File: src/rtl/serial_deserializer.sv
// Serial frame receiver: start bit (0), WIDTH data bits LSB first, one parity bit.
// D is sampled only on edges where the qualifier E is high. Every output is registered.
module serial_deserializer #(
    parameter int unsigned WIDTH   = 8,
    parameter int unsigned ODD_PAR = 1
) (
    input  logic             CLK,
    input  logic             RST,
    input  logic             D,
    input  logic             E,
    output logic [WIDTH-1:0] DATA,
    output logic             VALID,
    output logic             PERR,
    output logic             BUSY
);

    localparam int unsigned CNT_W = $clog2(WIDTH) + 1;
    // Odd parity flags an error on an even count of ones; even parity on an odd count.
    localparam logic PAR_SENSE = (ODD_PAR != 0);

    typedef enum logic [1:0] {
        IDLE,
        DATA_S,
        PAR_S
    } state_e;

    state_e             state_q, state_d;
    logic [CNT_W-1:0]   cnt_q, cnt_d;
    logic [WIDTH-1:0]   shift_q, shift_d;
    logic [WIDTH-1:0]   data_q, data_d;
    logic               valid_q, valid_d;
    logic               perr_q, perr_d;
    logic               busy_q, busy_d;

    // State and datapath registers. Reset clears everything without waiting for a clock edge.
    always_ff @(posedge CLK or negedge RST) begin
        if (!RST) begin
            state_q <= IDLE;
            cnt_q   <= '0;
            shift_q <= '0;
            data_q  <= '0;
            valid_q <= 1'b0;
            perr_q  <= 1'b0;
            busy_q  <= 1'b0;
        end else begin
            state_q <= state_d;
            cnt_q   <= cnt_d;
            shift_q <= shift_d;
            data_q  <= data_d;
            valid_q <= valid_d;
            perr_q  <= perr_d;
            busy_q  <= busy_d;
        end
    end

    // Next-state logic. Any edge with E low leaves every register except VALID untouched.
    always_comb begin
        state_d = state_q;
        cnt_d   = cnt_q;
        shift_d = shift_q;
        data_d  = data_q;
        valid_d = 1'b0;
        perr_d  = perr_q;

        case (state_q)
            IDLE: begin
                if (E && !D) begin
                    state_d = DATA_S;
                    cnt_d   = '0;
                    shift_d = '0;
                end
            end
            DATA_S: begin
                if (E) begin
                    for (int unsigned i = 0; i < WIDTH; i++) begin
                        if (cnt_q == CNT_W'(i)) begin
                            shift_d[i] = D;
                        end
                    end
                    cnt_d = cnt_q + CNT_W'(1);
                    if (cnt_q == CNT_W'(WIDTH - 1)) begin
                        state_d = PAR_S;
                    end
                end
            end
            PAR_S: begin
                if (E) begin
                    data_d  = shift_q;
                    valid_d = 1'b1;
                    perr_d  = (^{shift_q, D}) ^ PAR_SENSE;
                    state_d = IDLE;
                end
            end
            default: begin
                state_d = IDLE;
            end
        endcase

        // BUSY is registered, so it follows the state being entered on this edge.
        busy_d = (state_d != IDLE);
    end

    assign DATA  = data_q;
    assign VALID = valid_q;
    assign PERR  = perr_q;
    assign BUSY  = busy_q;

endmodule
File: config.mk
export PLATFORM = sky130hd
export DESIGN_NAME = serial_deserializer
export DESIGN_NICKNAME = d
export VERILOG_FILES = /design/src/rtl/serial_deserializer.sv
export SDC_FILE = /design/constraint.sdc
export NUM_CORES = 1
export LEC_CHECK = 0
export BUFFER_PORTS_ARGS = -buffer_cell sky130_fd_sc_hd__buf_2
export CAP_MARGIN = 10
export CORE_MARGIN = 3
export CORE_UTILIZATION = 56
export CTS_CLUSTER_SIZE = 24
export DETAILED_ROUTE_END_ITERATION = 10
export MAX_ROUTING_LAYER = met4
export PLACE_DENSITY = 0.88
export SYNTH_ARGS = -nofsm -noshare
export SYNTH_HDL_FRONTEND = slang
export SYNTH_SLANG_ARGS = --single-unit
export TNS_END_PERCENT = 50
File: constraint.sdc
create_clock -name CLK -period 1.5 [get_ports CLK]
set_input_delay 0.15 -clock CLK [delete_from_list [all_inputs] [get_ports CLK]]
set_output_delay 0.15 -clock CLK [all_outputs]
set_load 0.1 [all_outputs]
==> impl_results.md <==
* Status: finished, final reports clean
* RSZ-0062 raised after global routing: yes
* FF-to-FF Start: cnt_q[2]
* Clk Latency, worst-skew pair at 0.32 ns
* Area share of the largest cell type after synthesis at 47.80%
* Synth Instances at 108
* Net Switching at 1230 uW
* Cell area after synthesis at 0.001309 sq mm
* Drt first pass iters at 4
* Final Cycle Share at 93.79%
* Vias in the first global route at 876
* CTS tree: built
* Arrival @ worst endpoint at 1.68 ns
* Net Sw Frac at 43.77%
* Chip width at 54.35 um
* Crit start category: flop
* Final Hold Vio Count at 0
* Placed Area at 0.001420 sq mm
* Filler Cell Count at 151
* Vias after detailed routing at 868
* Largest family of logic cells by synthesized area: simple AND/OR/NAND/NOR gates
* First-pass GRT wire length at 3953 um
* I/O pin count at 15
* Antenna viol nets, final at 0
* Synth Area in Adders at 3.824%
* Routability congestion estimate at 0.7754
* Initial antenna violation count at 0
* Tightest hold margin at 0.1169 ns
* Crit-path max FO at 12
* Reg2Reg Depth at 3
* Hold_sp: E
* Final core occ at 70.97%
* Syn nets at 116
* HP Class: in -> reg
* Core area at 0.002082 sq mm
* Synthesized area per cell at 12.12 sq um
* Total Nets Final at 137
* Dpl cells at 149
* Hold EP: state_q[0]
* Crit Reg-Reg Endpoint: shift_q[7]
* Die Y at 54.35 um
* Asr flop ratio synth at 100.0%
* Ratio of total power to cell area at 1902 mW/mm^2
* FF-to-FF setup slack at 0.09 ns
* Comb power frac at 49.0%
* Simple-Gate Fraction of Synth Area at 17.59%
* # H-tree levels at 1
* Overall routing resource usage at 20.07%
* Average wire per standard cell at 16.05 um
* VDD IR-drop max at 1.193 mV
* Slew Viols, Final at 0
* Port Buffers at 14
* Final setup violation count at 0
* Synth Area in XOR/XNOR at 5.736%
* Total of max-cap violations at 0
* Avg Vias per Cell at 5.600
* Complex-gate fraction of the synthesized area at 7.935%
* Sequential power share at 40.3%
* Ant. Diodes at 0
* Routed WL at 2487 um
* Die outline area at 0.002953 sq mm
* Row count at 16
* WS Path Type: reg -> reg
* Primary FF master, synth: dfrtp_1
* Crit path capture type: flop
* Sequential share of the synthesized area at 47.80%
* Post-route cell area at 0.001478 sq mm
* Layout Cells excl Fill at 155
* Mux cell area share after synthesis at 13.10%
* Clk pin slew, worst setup/hold paths at 0.13 ns
* Share of layout cells above drive strength 1 at 34.38%
* Share of total power in the clock network at 10.7%
* Root buf cell: clkbuf_4
* Clk_skew at 0.006383 ns
* Total CTS buffers at 3
* Initial core utilization at 62.86%
* Max_slew headroom at 63.38%
* Synth area leader: dfrtp_1
* DP HPWL at 1727 um
* Iter 0 DRT Violations at 12
* Register bit total from synthesis at 25
* Design Power at 2810 uW
* CP required at 1.78 ns
* Worst-Margin Slew at 0.5493 ns
* # DRC at 0
* Grt ovf at 0
* Synth cell types at 30
* Leakage at 0.0007075 uW
* Commonest non-fill, non-tap cell in the layout: dfrtp_1
* Commonest non-fill, non-tap cells in the layout: dfrtp_1, buf_2, nand2_1
* Warnings from Yosys at 0
* Internal power at 1580 uW
* CTS Buffer Depth at 2
* Layout area overhead at 12.91%
* Post-synth EDFFs at 0
* Hold path depth at 3
* Top cells by area, synth: dfrtp_1, mux2_2, mux2i_1, xnor2_1, ha_1
* Peak Freq at 0.7108 GHz
* Sink Count at 25
* Largest net degree at the start of global routing at 26
* Final Critical Period at 1.407 ns
==> cells by family after synthesis <==
logic type      after synthesis
xor+xnor                      7
simple gates                 30
mux                          16
compound gates               15
fa+ha+maj                     4
flops                        25
buf+inv                      11
==> sequential cells by signal, summed over array words and instances, names as in the netlist <==
name and count:
BUSY 1, DATA 8, PERR 1, VALID 1
cnt_q 4, shift_q 8, state_q 2
==> per-stage QoR <==
stage	setup slack [ns]	setup TNS (ns)
finish	0.09320	0
global route	-0.02418	-0.04229
CTS	0.02616	0
detailed placement	0.04173	0
global placement	0.06476	0
floorplan	0.1858	0
==> synthesized netlist by cell type, drive strengths merged, types with 2 or more instances <==
library cell / number
inv: 6
nor2: 2
o21ai: 7
buf: 4
xnor2: 6
dfrtp: 25
a22o: 2
nor4b: 4
nand3b: 4
a21oi: 2
mux2: 9
mux2i: 7
ha: 4
nand2: 13
==> worst max-delay path, cell delays in order (launching register included) <==
cell and delay [ns]:
dfrtp_1 0.65, nand3b_1 0.25, o31ai_1 0.29, a21bo_2 0.16
==> layout make-up <==
type	count	area (sq um)	share of cell area, %
well taps	27	33.78	2.286
flip-flops and latches	25	625.6	42.34
repair buffers	21	125.1	8.467
multi-input cells	72	644.4	43.61
clock buffers	4	26.28	1.778
inverters	6	22.52	1.524
==> power groups by stage <==
stage / combinational [uW] / sequential, uW / clock [uW]
2_1_floorplan: 896 / 1320 / 0
3_3_place_gp: 1300 / 1110 / 0
3_5_place_dp: 1350 / 1120 / 0
4_1_cts: 1360 / 1110 / 316
5_1_grt: 1480 / 1160 / 343
6_report: 1380 / 1130 / 302
==> worst max-delay path by stage <==
| stage | start | to | slack (ns) | depth (start not counted) |
|---|---|---|---|---|
| floorplan | state_q[1] | shift_q[5] | 0.19 | 5 |
| global placement | state_q[0] | shift_q[6] | 0.06 | 3 |
| detailed placement | state_q[0] | shift_q[6] | 0.04 | 3 |
| CTS | state_q[1] | shift_q[5] | 0.03 | 4 |
| global route | state_q[1] | shift_q[5] | -0.02 | 4 |
| finish | cnt_q[2] | shift_q[7] | 0.09 | 3 |
==> metal layers <==
metal	global-route usage, %	share of wire [%]
met3	6.812	4.9
met1	23.02	43
met4	9.959	1.7
met2	31.27	51
met5	-	0
==> what timing repair did <==
item,4_1_cts,5_1_grt
hold buffers,1,0
gates resized for setup,0,2
hold endpoints to repair,25,0
endpoints found under the setup margin,0,5
setup buffers,0,1
Power figures use the tool's default switching activity.
